### config.mk
export PLATFORM = sky130hd
export DESIGN_NAME = serdes_ecc_lanes_flat
export DESIGN_NICKNAME = d
export VERILOG_FILES = /design/src/rtl/serdes_ecc_lanes_if.sv /design/src/rtl/serdes_ecc_lanes.sv /design/src/flat_wrapper.sv
export SDC_FILE = /design/constraint.sdc
export NUM_CORES = 1
export LEC_CHECK = 0
export CORE_MARGIN = 2
export CORE_UTILIZATION = 60
export CTS_BUF_LIST = sky130_fd_sc_hd__clkbuf_4 sky130_fd_sc_hd__clkbuf_8
export CTS_CLUSTER_DIAMETER = 50
export DETAILED_ROUTE_END_ITERATION = 10
export HOLD_SLACK_MARGIN = 0.1
export PLACE_DENSITY = 0.81
export SYNTH_ARGS = -nofsm -noshare
export SYNTH_HDL_FRONTEND = slang
export SYNTH_SLANG_ARGS = --single-unit
### constraint.sdc
create_clock -name clk_i -period 3.91 [get_ports clk_i]
set_input_delay 0.391 -clock clk_i [delete_from_list [all_inputs] [get_ports clk_i]]
set_output_delay 0.391 -clock clk_i [all_outputs]
set_load 0.1 [all_outputs]
### src/rtl/serdes_ecc_lanes_if.sv
// Bus bundle for the multi-lane SECDED serdes loopback: host-side write/read
// traffic, error-injection control, counters and serial-link observability.
interface serdes_ecc_lanes_if #(
    parameter int DATA_WIDTH = 8,
    parameter int LANES      = 1,
    parameter int CNT_W      = 16
);
    // Smallest Hamming parity count covering payload plus parity bits plus overall bit.
    function automatic int calc_p(input int dw);
        int r;
        r = 0;
        for (int p = 31; p >= 1; p--)
            if ((1 << p) >= dw + p + 1) r = p;
        return r;
    endfunction

    localparam int P  = calc_p(DATA_WIDTH);
    localparam int CW = DATA_WIDTH + P + 1;

    logic [DATA_WIDTH-1:0] parallel_in_i;
    logic                  valid_in_i;
    logic                  ready_out_o;
    logic [CW-1:0]         inject_mask_i;
    logic [DATA_WIDTH-1:0] parallel_out_o;
    logic                  valid_out_o;
    logic                  err_corrected_o;
    logic                  err_uncorrectable_o;
    logic [CNT_W-1:0]      corr_count_o;
    logic [CNT_W-1:0]      uncorr_count_o;
    logic                  cnt_clear_i;
    logic [LANES-1:0]      serial_data_o;
    logic                  serial_valid_o;
    logic                  fifo_full_o;
    logic                  fifo_empty_o;

    modport master (
        output parallel_in_i, valid_in_i, inject_mask_i, cnt_clear_i,
        input  ready_out_o, parallel_out_o, valid_out_o, err_corrected_o,
               err_uncorrectable_o, corr_count_o, uncorr_count_o,
               serial_data_o, serial_valid_o, fifo_full_o, fifo_empty_o
    );

    modport slave (
        input  parallel_in_i, valid_in_i, inject_mask_i, cnt_clear_i,
        output ready_out_o, parallel_out_o, valid_out_o, err_corrected_o,
               err_uncorrectable_o, corr_count_o, uncorr_count_o,
               serial_data_o, serial_valid_o, fifo_full_o, fifo_empty_o
    );
endinterface

### src/rtl/serdes_ecc_lanes.sv
// ECC link test vehicle: FIFO -> SECDED encode -> error mask -> LANES-wide
// serialiser -> deserialiser -> decode/correct, with saturating error counters.
module serdes_ecc_lanes #(
    parameter int DATA_WIDTH = 8,
    parameter int FIFO_DEPTH = 16,
    parameter int LANES      = 1,
    parameter int CNT_W      = 16
) (
    input logic               clk_i,
    input logic               rst_n_i,
    serdes_ecc_lanes_if.slave bus
);
    function automatic int calc_p(input int dw);
        int r;
        r = 0;
        for (int p = 31; p >= 1; p--)
            if ((1 << p) >= dw + p + 1) r = p;
        return r;
    endfunction

    localparam int P  = calc_p(DATA_WIDTH);
    localparam int CW = DATA_WIDTH + P + 1;
    localparam int B  = (CW + LANES - 1) / LANES;
    localparam int FW = B * LANES;
    localparam int AW = (FIFO_DEPTH > 1) ? $clog2(FIFO_DEPTH) : 1;
    localparam int BW = (B > 1) ? $clog2(B) : 1;

    localparam logic [0:0] ST_IDLE  = 1'b0;
    localparam logic [0:0] ST_SHIFT = 1'b1;

    // Payload bits fill the non-power-of-2 positions from 3 upward; bit 0 is overall parity.
    function automatic logic [CW-1:0] encode(input logic [DATA_WIDTH-1:0] d);
        logic [CW-1:0] c;
        int j;
        c = '0;
        j = 0;
        for (int pos = 1; pos < CW; pos++) begin
            if ((pos & (pos - 1)) != 0) begin
                c[pos] = d[j];
                j++;
            end
        end
        for (int i = 0; i < P; i++)
            for (int pos = 1; pos < CW; pos++)
                if ((((pos >> i) & 1) == 1) && (pos != (1 << i)))
                    c[1 << i] = c[1 << i] ^ c[pos];
        c[0] = ^c[CW-1:1];
        return c;
    endfunction

    function automatic logic [DATA_WIDTH-1:0] extract(input logic [CW-1:0] c);
        logic [DATA_WIDTH-1:0] d;
        int j;
        d = '0;
        j = 0;
        for (int pos = 1; pos < CW; pos++) begin
            if ((pos & (pos - 1)) != 0) begin
                d[j] = c[pos];
                j++;
            end
        end
        return d;
    endfunction

    logic [DATA_WIDTH-1:0] mem [FIFO_DEPTH];
    logic [AW-1:0]         wr_ptr;
    logic [AW-1:0]         rd_ptr;
    logic [AW:0]           occ;
    logic                  full;
    logic                  empty;
    logic                  push;
    logic                  pop;

    logic [0:0]            state;
    logic [BW-1:0]         beat;
    logic                  last_beat;
    logic [FW-1:0]         tx_shreg;
    logic [LANES-1:0]      serial;

    logic [CW-1:0]         rx_word;
    logic                  frame_done;
    int                    dec_syn;
    logic [CW-1:0]         dec_fixed;
    logic                  dec_corr;
    logic                  dec_uncorr;
    logic [DATA_WIDTH-1:0] dec_data;

    logic [DATA_WIDTH-1:0] data_q;
    logic                  valid_q;
    logic                  corr_q;
    logic                  uncorr_q;
    logic [CNT_W-1:0]      corr_cnt;
    logic [CNT_W-1:0]      uncorr_cnt;

    assign full      = (occ == (AW+1)'(FIFO_DEPTH));
    assign empty     = (occ == '0);
    assign push      = bus.valid_in_i && !full;
    assign pop       = (state == ST_IDLE) && !empty;
    assign last_beat = (beat == BW'(B - 1));
    assign serial    = (state == ST_SHIFT) ? tx_shreg[LANES-1:0] : '0;

    always_ff @(posedge clk_i or negedge rst_n_i) begin
        if (!rst_n_i) begin
            wr_ptr <= '0;
            rd_ptr <= '0;
            occ    <= '0;
        end else begin
            if (push) wr_ptr <= wr_ptr + 1'b1;
            if (pop)  rd_ptr <= rd_ptr + 1'b1;
            case ({push, pop})
                2'b10:   occ <= occ + 1'b1;
                2'b01:   occ <= occ - 1'b1;
                default: occ <= occ;
            endcase
        end
    end

    always_ff @(posedge clk_i) begin
        if (push) mem[wr_ptr] <= bus.parallel_in_i;
    end

    // Pop, encode and mask in one step; the shifter then empties itself over B beats.
    always_ff @(posedge clk_i or negedge rst_n_i) begin
        if (!rst_n_i) begin
            state    <= ST_IDLE;
            beat     <= '0;
            tx_shreg <= '0;
        end else begin
            case (state)
                ST_IDLE: begin
                    if (!empty) begin
                        tx_shreg <= FW'(encode(mem[rd_ptr]) ^ bus.inject_mask_i);
                        beat     <= '0;
                        state    <= ST_SHIFT;
                    end
                end
                default: begin
                    tx_shreg <= tx_shreg >> LANES;
                    if (last_beat) begin
                        beat  <= '0;
                        state <= ST_IDLE;
                    end else begin
                        beat <= beat + 1'b1;
                    end
                end
            endcase
        end
    end

    // Beats land at their frame position directly, so pad lanes beyond CW are dropped.
    always_ff @(posedge clk_i or negedge rst_n_i) begin
        if (!rst_n_i) begin
            rx_word    <= '0;
            frame_done <= 1'b0;
        end else begin
            frame_done <= (state == ST_SHIFT) && last_beat;
            if (state == ST_SHIFT) begin
                for (int k = 0; k < LANES; k++)
                    if (int'(beat) * LANES + k < CW)
                        rx_word[int'(beat) * LANES + k] <= serial[k];
            end
        end
    end

    always_comb begin
        dec_syn = 0;
        for (int pos = 1; pos < CW; pos++)
            if (rx_word[pos]) dec_syn = dec_syn ^ pos;
        dec_fixed  = rx_word;
        dec_corr   = 1'b0;
        dec_uncorr = 1'b0;
        if (^rx_word) begin
            dec_corr = 1'b1;
            for (int pos = 0; pos < CW; pos++)
                if (pos == dec_syn) dec_fixed[pos] = ~rx_word[pos];
        end else if (dec_syn != 0) begin
            dec_uncorr = 1'b1;
        end
        dec_data = extract(dec_fixed);
    end

    always_ff @(posedge clk_i or negedge rst_n_i) begin
        if (!rst_n_i) begin
            data_q   <= '0;
            valid_q  <= 1'b0;
            corr_q   <= 1'b0;
            uncorr_q <= 1'b0;
        end else begin
            valid_q  <= frame_done;
            corr_q   <= frame_done && dec_corr;
            uncorr_q <= frame_done && dec_uncorr;
            if (frame_done) data_q <= dec_data;
        end
    end

    // Clear takes priority over an increment landing on the same edge.
    always_ff @(posedge clk_i or negedge rst_n_i) begin
        if (!rst_n_i) begin
            corr_cnt   <= '0;
            uncorr_cnt <= '0;
        end else if (bus.cnt_clear_i) begin
            corr_cnt   <= '0;
            uncorr_cnt <= '0;
        end else begin
            if (frame_done && dec_corr && (corr_cnt != '1))
                corr_cnt <= corr_cnt + 1'b1;
            if (frame_done && dec_uncorr && (uncorr_cnt != '1))
                uncorr_cnt <= uncorr_cnt + 1'b1;
        end
    end

    assign bus.ready_out_o         = !full;
    assign bus.fifo_full_o         = full;
    assign bus.fifo_empty_o        = empty;
    assign bus.serial_data_o       = serial;
    assign bus.serial_valid_o      = (state == ST_SHIFT);
    assign bus.parallel_out_o      = data_q;
    assign bus.valid_out_o         = valid_q;
    assign bus.err_corrected_o     = corr_q;
    assign bus.err_uncorrectable_o = uncorr_q;
    assign bus.corr_count_o        = corr_cnt;
    assign bus.uncorr_count_o      = uncorr_cnt;
endmodule

### src/flat_wrapper.sv
// flat-port wrapper written by rule: the top's interface ports become plain ports
module serdes_ecc_lanes_flat 
#(
    parameter int DATA_WIDTH = 8,
    parameter int FIFO_DEPTH = 16,
    parameter int LANES      = 1,
    parameter int CNT_W      = 16
)
  (clk_i, rst_n_i, bus_parallel_in_i, bus_valid_in_i, bus_inject_mask_i, bus_cnt_clear_i, bus_ready_out_o, bus_parallel_out_o, bus_valid_out_o, bus_err_corrected_o, bus_err_uncorrectable_o, bus_corr_count_o, bus_uncorr_count_o, bus_serial_data_o, bus_serial_valid_o, bus_fifo_full_o, bus_fifo_empty_o);
  serdes_ecc_lanes_if #(.DATA_WIDTH(DATA_WIDTH), .LANES(LANES), .CNT_W(CNT_W)) bus_i ();
  input logic clk_i;
  input logic rst_n_i;
  input wire logic [$bits(bus_i.parallel_in_i)-1:0] bus_parallel_in_i;
  input wire logic [$bits(bus_i.valid_in_i)-1:0] bus_valid_in_i;
  input wire logic [$bits(bus_i.inject_mask_i)-1:0] bus_inject_mask_i;
  input wire logic [$bits(bus_i.cnt_clear_i)-1:0] bus_cnt_clear_i;
  output wire logic [$bits(bus_i.ready_out_o)-1:0] bus_ready_out_o;
  output wire logic [$bits(bus_i.parallel_out_o)-1:0] bus_parallel_out_o;
  output wire logic [$bits(bus_i.valid_out_o)-1:0] bus_valid_out_o;
  output wire logic [$bits(bus_i.err_corrected_o)-1:0] bus_err_corrected_o;
  output wire logic [$bits(bus_i.err_uncorrectable_o)-1:0] bus_err_uncorrectable_o;
  output wire logic [$bits(bus_i.corr_count_o)-1:0] bus_corr_count_o;
  output wire logic [$bits(bus_i.uncorr_count_o)-1:0] bus_uncorr_count_o;
  output wire logic [$bits(bus_i.serial_data_o)-1:0] bus_serial_data_o;
  output wire logic [$bits(bus_i.serial_valid_o)-1:0] bus_serial_valid_o;
  output wire logic [$bits(bus_i.fifo_full_o)-1:0] bus_fifo_full_o;
  output wire logic [$bits(bus_i.fifo_empty_o)-1:0] bus_fifo_empty_o;
  assign bus_i.parallel_in_i = bus_parallel_in_i;
  assign bus_i.valid_in_i = bus_valid_in_i;
  assign bus_i.inject_mask_i = bus_inject_mask_i;
  assign bus_i.cnt_clear_i = bus_cnt_clear_i;
  assign bus_ready_out_o = bus_i.ready_out_o;
  assign bus_parallel_out_o = bus_i.parallel_out_o;
  assign bus_valid_out_o = bus_i.valid_out_o;
  assign bus_err_corrected_o = bus_i.err_corrected_o;
  assign bus_err_uncorrectable_o = bus_i.err_uncorrectable_o;
  assign bus_corr_count_o = bus_i.corr_count_o;
  assign bus_uncorr_count_o = bus_i.uncorr_count_o;
  assign bus_serial_data_o = bus_i.serial_data_o;
  assign bus_serial_valid_o = bus_i.serial_valid_o;
  assign bus_fifo_full_o = bus_i.fifo_full_o;
  assign bus_fifo_empty_o = bus_i.fifo_empty_o;
  serdes_ecc_lanes #(.DATA_WIDTH(DATA_WIDTH), .FIFO_DEPTH(FIFO_DEPTH), .LANES(LANES), .CNT_W(CNT_W)) u_core (.clk_i(clk_i), .rst_n_i(rst_n_i), .bus(bus_i));
endmodule
==> metrics.md, run 1 <==
| Metric | Value |
|---|---|
| Status | `complete, no violations` |
| FILL cells | `1015` |
| R2R depth | `8` |
| Clock-pin slew on the worst setup and hold paths | `0.06 ns` |
| Overflow after GRT | `0` |
| Syn_nets | `746` |
| I/O pin cnt | `73` |
| H-tree levels | `2` |
| Routed WL per cell | `19.7 µm` |
| Vias in the first global route | `6230` |
| Worst-margin pin slew | `1.19 ns` |
| Clock sink count | `216` |
| Die Y | `132 µm` |
| 1st-pass router iterations | `5` |
| Sw Ratio | `38.4%` |
| Hold Path Class | `in2async` |
| Int Pwr | `5.64 mW` |
| Most used flip-flop cell after synthesis | `edfxtp_1` |
| Reg power frac | `35.3%` |
| Starting DRT DRC Count | `471` |
| Clock share of power | `21.2%` |
| Clk_lat worst skew | `0.53 ns` |
| Initial antenna violation count | `1` |
| Kind of critical path | `reg2reg` |
| Number of CTS-inserted buffers | `36` |
| Final setup vio count | `0` |
| Asr flop ratio synth | `40.7%` |
| Post-Syn Area per Cell | `14.0 µm²` |
| Max rail drop VDD | `451 µV` |
| Slew Viols, Final | `0` |
| R2r setup slk | `0.59 ns` |
| F_max | `301 MHz` |
| Synth area leaders | `edfxtp_1 (39%), dfrtp_1 (22%), mux4_2 (5.7%)` |
| Area leader, netlist | `edfxtp_1` |
| Seq/Total Area, Yosys | `61.5%` |
| Worst setup EP type | `flip-flop` |
| Leak | `4.26 nW` |
| Tcrit/Tclk final | `84.9%` |
| CTS max path bufs | `3` |
| CORE AREA | `15900 µm²` |
| Largest net degree at the start of global routing | `58` |
| Hold Vio Cnt, Final | `0` |
| Overall routing resource usage | `23.8%` |
| # DRC | `0` |
| First-pass GRT wire length | `32.2 mm` |
| Crit path required time | `4.33 ns` |
| Maxcap violations | `0` |
| Top cell type's share of synthesized area | `39.1%` |
| RSZ-0062 raised after global routing | `false` |
| Synth Instances | `704` |
| P&R area growth vs syn | `16.4%` |
| Syn Std Cell Area | `9830 µm²` |
| Initial core utilization | `61.7%` |
| Min Tclk post-route | `3.32 ns` |
| Design Power | `9.16 mW` |
| Logic pwr share | `43.6%` |
| Final nets | `833` |
| ANT nets after route | `0` |
| EDFF count, synth | `128` |
| Post-DP HPWL | `13.4 mm` |
| Gp weighted congestion | `0.800` |
| Unique masters post-synth | `50` |
| CTS Root Cell | `clkbuf_8` |
| Vias/cell | `5.94` |
| Slew HR | `20.7%` |
| IO buf count | `72` |
| Share of layout cells above drive strength 1 | `15.2%` |
| Die width | `132 µm` |
| Commonest cells after routing, fill and taps aside | `edfxtp_1 (128), dfrtp_1 (87), clkdlybuf4s50_1 (68)` |
| Max FO, Critical Path | `22` |
| Detailed Route WL | `20.3 mm` |
| PwrDens | `801 nW/µm²` |
| Setup Skew | `0.0216 ns` |
| CP startpoint kind | `flip-flop` |
| Row count | `46` |
| Commonest non-fill, non-tap cell in the layout | `edfxtp_1` |
| Worst R2R Start | `u_core.rd_ptr[0]$_DFFE_PN0P_` |
| Crit path DAT | `3.74 ns` |
| Total Die Area | `17400 µm²` |
| Yosys warning total | `0` |
| TritonCTS clock tree | `yes` |
| Yosys reg bits | `216` |
| Sw Pwr | `3.52 mW` |
| Vias | `6138` |
| Worst r2r dst | `u_core.tx_shreg[0]$_DFFE_PN0P_` |
| Setup TNS | `0 ns` |
## state kept, by name (all words and copies together), names as in the netlist, 4 cells and up
| register | count |
|---|---|
| u_core.rd_ptr | 4 |
| u_core.wr_ptr | 4 |
| u_core.bus.uncorr_count_o | 16 |
| u_core.tx_shreg | 13 |
| u_core.occ | 5 |
| u_core.bus.parallel_out_o | 8 |
| u_core.bus.corr_count_o | 16 |
| u_core.mem | 128 |
| u_core.rx_word | 13 |
| u_core.beat | 4 |
## metal layers
layer,vias up,routed length (µm),GRT usage [%]
met2,208,10400,39.8
met1,3061,7930,29.9
met4,0,719,11.7
li1,2813,-,-
met3,56,1300,4.81
met5,-,0,0
## final cells by class
cell class	instances	area, µm²	share of cell area [%]
Tap cell	216	270	2.36
Inverter	18	67.6	0.591
Timing Repair Buffer	81	781	6.82
Clock inverter	10	65.1	0.569
Multi-Input combinational cell	438	3570	31.2
Clock buffer	53	642	5.61
Antenna cell	1	2.50	0.0219
Sequential cell	216	6050	52.9
## power groups by stage
stage | Sequential, mW | Combinational (mW) | Clock (mW)
2_1_floorplan | 3.43 | 3.00 | 0
3_3_place_gp | 3.24 | 3.86 | 0
3_5_place_dp | 3.27 | 3.98 | 0
4_1_cts | 3.23 | 4.01 | 1.98
5_1_grt | 3.28 | 4.31 | 2.07
6_report | 3.23 | 3.99 | 1.94
## cell families after synthesis
| group | count (synthesis) | synth area share [%] |
|---|---|---|
| flip-flops | 216 | 61.5 |
| AND/OR/NAND/NOR | 203 | 10.1 |
| AO/OA/AOI/OAI | 87 | 5.17 |
| XOR/XNOR | 74 | 7.70 |
| multiplexers | 57 | 10.9 |
| buffers and inverters | 50 | 2.42 |
| adder cells (fa/ha/maj) | 17 | 2.24 |
## stage by stage
stage | setup WS, ns | area (µm²) | hold slack, ns | utilization, % | instances
4_1_cts | 0.559 | 11400 | 0.462 | 71.7 | 1032
3_3_place_gp | 0.719 | 10700 | 0.467 | 67.3 | 968
3_5_place_dp | 0.570 | 10700 | 0.484 | 67.3 | 968
5_1_grt | 0.417 | 11400 | 0.514 | 71.7 | 1032
2_1_floorplan | 0.578 | 9830 | 0.0954 | - | 704
6_report | 0.592 | 11400 | 0.459 | 71.8 | 1033
## Yosys cell counts (3+ instances only)
master    count
nor2b_1       5
mux2_2       18
a21oi_1      38
ha_1         16
nand2_1      46
inv_1        17
xnor2_1      45
clkbuf_1     14
o21ai_0      22
buf_2         6
and4_1        4
nand3_1      28
nor3_1       14
nand4_1      10
buf_6         3
mux4_2       25
and3_1        6
or3_1         6
nor2_1       58
mux2i_1       4
dfrtp_1      88
xnor3_1       6
or4_1        12
edfxtp_1    128
o31ai_1      13
xor2_1       21
buf_1         7
a22oi_1       4
mux4_1       10
nand2b_1      5
## worst max-delay path, cell delays in order (launching register included)
cell and delay [ns]:
dfrtp_2 0.80, buf_4 0.32, mux4_2 0.51, a22oi_1 0.20, nand3_1 0.23, xor2_1 0.35, xnor3_1 0.39, xnor2_1 0.15
a221oi_2 0.26
## how the worst max path moves through the flow
stage / start / endpoint
after floorplan: u_core.occ[0]$_DFFE_PN0P_ / u_core.occ[4]$_DFFE_PN0P_
after global placement: u_core.rd_ptr[0]$_DFFE_PN0P_ / u_core.tx_shreg[0]$_DFFE_PN0P_
after detailed placement: u_core.rd_ptr[0]$_DFFE_PN0P_ / u_core.tx_shreg[0]$_DFFE_PN0P_
after CTS: u_core.rd_ptr[0]$_DFFE_PN0P_ / u_core.tx_shreg[0]$_DFFE_PN0P_
after global routing: u_core.rd_ptr[0]$_DFFE_PN0P_ / u_core.tx_shreg[0]$_DFFE_PN0P_
final: u_core.rd_ptr[0]$_DFFE_PN0P_ / u_core.tx_shreg[0]$_DFFE_PN0P_
## what timing repair did
| action | 4_1_cts | 5_1_grt |
|---|---|---|
| endpoints found under the hold margin | 56 | 0 |
| hold buffers | 1 | 0 |
| setup buffers | 0 | 0 |
| gates resized for setup | 0 | 0 |
Note: power is estimated with default switching activity, not from simulation.
==> run 2: changes to the inputs <==
- clock period: 3.91 -> 3.2 ns (I/O delays scaled with it)
==> run 2 against run 1 <==
Net effect: power rose by 25%; non-clock buffer count rose by 14; first-iteration DRC count rose by 35%; global-route usage rose by 0.90 points; largest cell class unchanged.
==> metrics.md, run 2 (synthesized netlist as in run 1, its figures left out) <==
| Metric | Value |
|---|---|
| Hold Vio Cnt, Final | `0 (unchanged)` |
| Dpl cell area | `10800 µm² (was 10700 µm²)` |
| TritonCTS clock tree | `yes (unchanged)` |
| Initial antenna violation count | `1 (unchanged)` |
| Slew HR | `25.5% (was 20.7%)` |
| Vias in the first global route | `6424 (was 6230)` |
| Crit path DAT | `3.48 ns (was 3.74 ns)` |
| Starting DRT DRC Count | `634 (was 471)` |
| Clk_lat worst skew | `0.54 ns (was 0.53 ns)` |
| PwrDens | `987 nW/µm² (was 801 nW/µm²)` |
| Setup WS post-layout | `0.131 ns (was 0.592 ns)` |
| Min Tclk post-route | `3.07 ns (was 3.32 ns)` |
| Commonest cells after routing, fill and taps aside | `edfxtp_1 (128), dfrtp_1 (87), clkdlybuf4s50_1 (66) (was edfxtp_1 (128), dfrtp_1 (87), clkdlybuf4s50_1 (68))` |
| Vias/cell | `5.98 (was 5.94)` |
| Clock-pin slew on the worst setup and hold paths | `0.06 ns (about the same)` |
| First-pass GRT wire length | `33.8 mm (was 32.2 mm)` |
| Overall routing resource usage | `24.7% (was 23.8%)` |
| F_max | `326 MHz (was 301 MHz)` |
| I/O pin cnt | `73 (unchanged)` |
| Routed WL per cell | `20.2 µm (was 19.7 µm)` |
| Overflow after GRT | `0 (unchanged)` |
| Tcrit/Tclk final | `95.9% (was 84.9%)` |
| Slew Viols, Final | `0 (unchanged)` |
| Gp weighted congestion | `0.825 (was 0.800)` |
| Top reg by flops | `u_core.mem (unchanged)` |
| Die width | `132 µm (unchanged)` |
| Initial core utilization | `61.7% (unchanged)` |
| Maxcap violations | `0 (unchanged)` |
| Largest net degree at the start of global routing | `48 (was 58)` |
| Worst setup EP type | `flip-flop (unchanged)` |
| Worst path cell trace | `nor4_2 -> nand2b_1 -> nand2b_1 -> inv_1 -> ha_1 -> fa_1 -> a21o_1 -> a21oi_1 -> xor2_1 -> nor2_1 -> xor2_1 (was buf_4 -> mux4_2 -> a22oi_1 -> nand3_1 -> xor2_1 -> xnor3_1 -> xnor2_1 -> a221oi_2)` |
| Vias | `6288 (was 6138)` |
| IO buf count | `72 (unchanged)` |
| Max FO, Critical Path | `7 (was 22)` |
| Share of layout cells above drive strength 1 | `16.3% (was 15.2%)` |
| Dpl ws | `0.188 ns (was 0.570 ns)` |
| Final nets | `848 (was 833)` |
| Die Y | `132 µm (unchanged)` |
| Crit path required time | `3.62 ns (was 4.33 ns)` |
| CTS Root Cell | `clkbuf_8 (unchanged)` |
| 1st-pass router iterations | `5 (unchanged)` |
| CP Buf/Inv Count | `1 (unchanged)` |
| Post-DP HPWL | `14.3 mm (was 13.4 mm)` |
| CTS max path bufs | `3 (unchanged)` |
| Worst setup path startpoint | `u_core.occ[1]$_DFFE_PN0P_ (was u_core.rd_ptr[0]$_DFFE_PN0P_)` |
| CP max stage delay | `0.46 ns (was 0.80 ns)` |
| Total Die Area | `17400 µm² (unchanged)` |
| Design area | `11600 µm² (was 11400 µm²)` |
| Setup TNS | `0 ns (unchanged)` |
| Crit path max-delay family | `adder cells (was XOR/XNOR gates)` |
| Leak | `4.36 nW (was 4.26 nW)` |
| ANT nets after route | `0 (unchanged)` |
| Flip-flop count of the largest register, all copies and words added | `128 (unchanged)` |
| Row count | `46 (unchanged)` |
| P&R area growth vs syn | `18.1% (was 16.4%)` |
| Detailed Route WL | `21.2 mm (was 20.3 mm)` |
| Worst-margin pin slew | `1.11 ns (was 1.19 ns)` |
| Setup Skew | `0.0192 ns (was 0.0216 ns)` |
| Hold Path Class | `in2async (unchanged)` |
| Number of CTS-inserted buffers | `37 (was 36)` |
| Slowest stage cell, crit path | `fa_1 (was dfrtp_2)` |
| # DRC | `0 (unchanged)` |
| Max rail drop VDD | `725 µV (was 451 µV)` |
| Clock sink count | `216 (unchanged)` |
| Worst R2R Start | `u_core.occ[1]$_DFFE_PN0P_ (was u_core.rd_ptr[0]$_DFFE_PN0P_)` |
| CP startpoint kind | `flip-flop (unchanged)` |
| CORE AREA | `15900 µm² (unchanged)` |
| Postcts setup bufs | `0 (unchanged)` |
| Commonest non-fill, non-tap cell in the layout | `edfxtp_1 (unchanged)` |
| H-tree levels | `2 (unchanged)` |
| Status | `complete, no violations (unchanged)` |
| Kind of critical path | `reg2reg (unchanged)` |
| Final setup vio count | `0 (unchanged)` |
| RSZ-0062 raised after global routing | `false (unchanged)` |
run 2: what timing repair did:
| item | CTS | global route |
|---|---|---|
| setup endpoints to repair | 0 | 2 |
| endpoints found under the hold margin | 36 | 0 |
| hold buffers | 1 | 0 |
| resized for setup | 0 | 2 |
run 2: metal layers:
layer / track usage [%] / share of wire, % / vias up
li1: - / - / 2824
met1: 33.1 / 41 / 3164
met2: 40.9 / 50 / 259
met3: 4.69 / 6.5 / 41
met4: 8.70 / 2.0 / 0
met5: 0 / 0 / -
run 2: area by class of cell:
type | instances | area (µm²)
clock buffer | 51 | 627
fill | 1003 | 4330
sequential | 216 | 6050
antenna | 1 | 2.50
tap | 216 | 270
multi-input combinational | 438 | 3550
clock inverter | 16 | 144
timing repair buffer | 95 | 893
inverter | 18 | 67.6
run 2: final timing paths:
check / end / slack, ns / cells after the start
max: u_core.occ[4]$_DFFE_PN0P_ / 0.13 / 11
min: u_core.bus.parallel_out_o[5]$_DFFE_PN0P_ / 0.29 / 2
max reg2reg: u_core.occ[4]$_DFFE_PN0P_ / 0.13 / 11
min reg2reg: u_core.tx_shreg[10]$_DFFE_PN0P_ / 0.49 / 2
max in group asynchronous: u_core.bus.uncorr_count_o[2]$_DFFE_PN0P_ / 2.14 / 3
min in group clk_i: u_core.tx_shreg[10]$_DFFE_PN0P_ / 0.49 / 2
run 2: metrics by stage:
step	hold WS (ns)	total power, mW	util, %	instances
after detailed placement	0.323	8.90	67.8	982
after global routing	0.326	12.1	72.8	1051
after global placement	0.307	8.70	67.8	982
after CTS	0.288	11.5	72.7	1050
final	0.291	11.5	72.8	1051
after floorplan	0.0244	7.86	-	704
run 2: power breakdown:
| part | switching (mW) | internal [mW] | total [mW] |
|---|---|---|---|
| logic | 2.77 | 2.21 | 4.98 |
| clock network | 1.12 | 1.45 | 2.57 |
| registers | 0.474 | 3.43 | 3.91 |
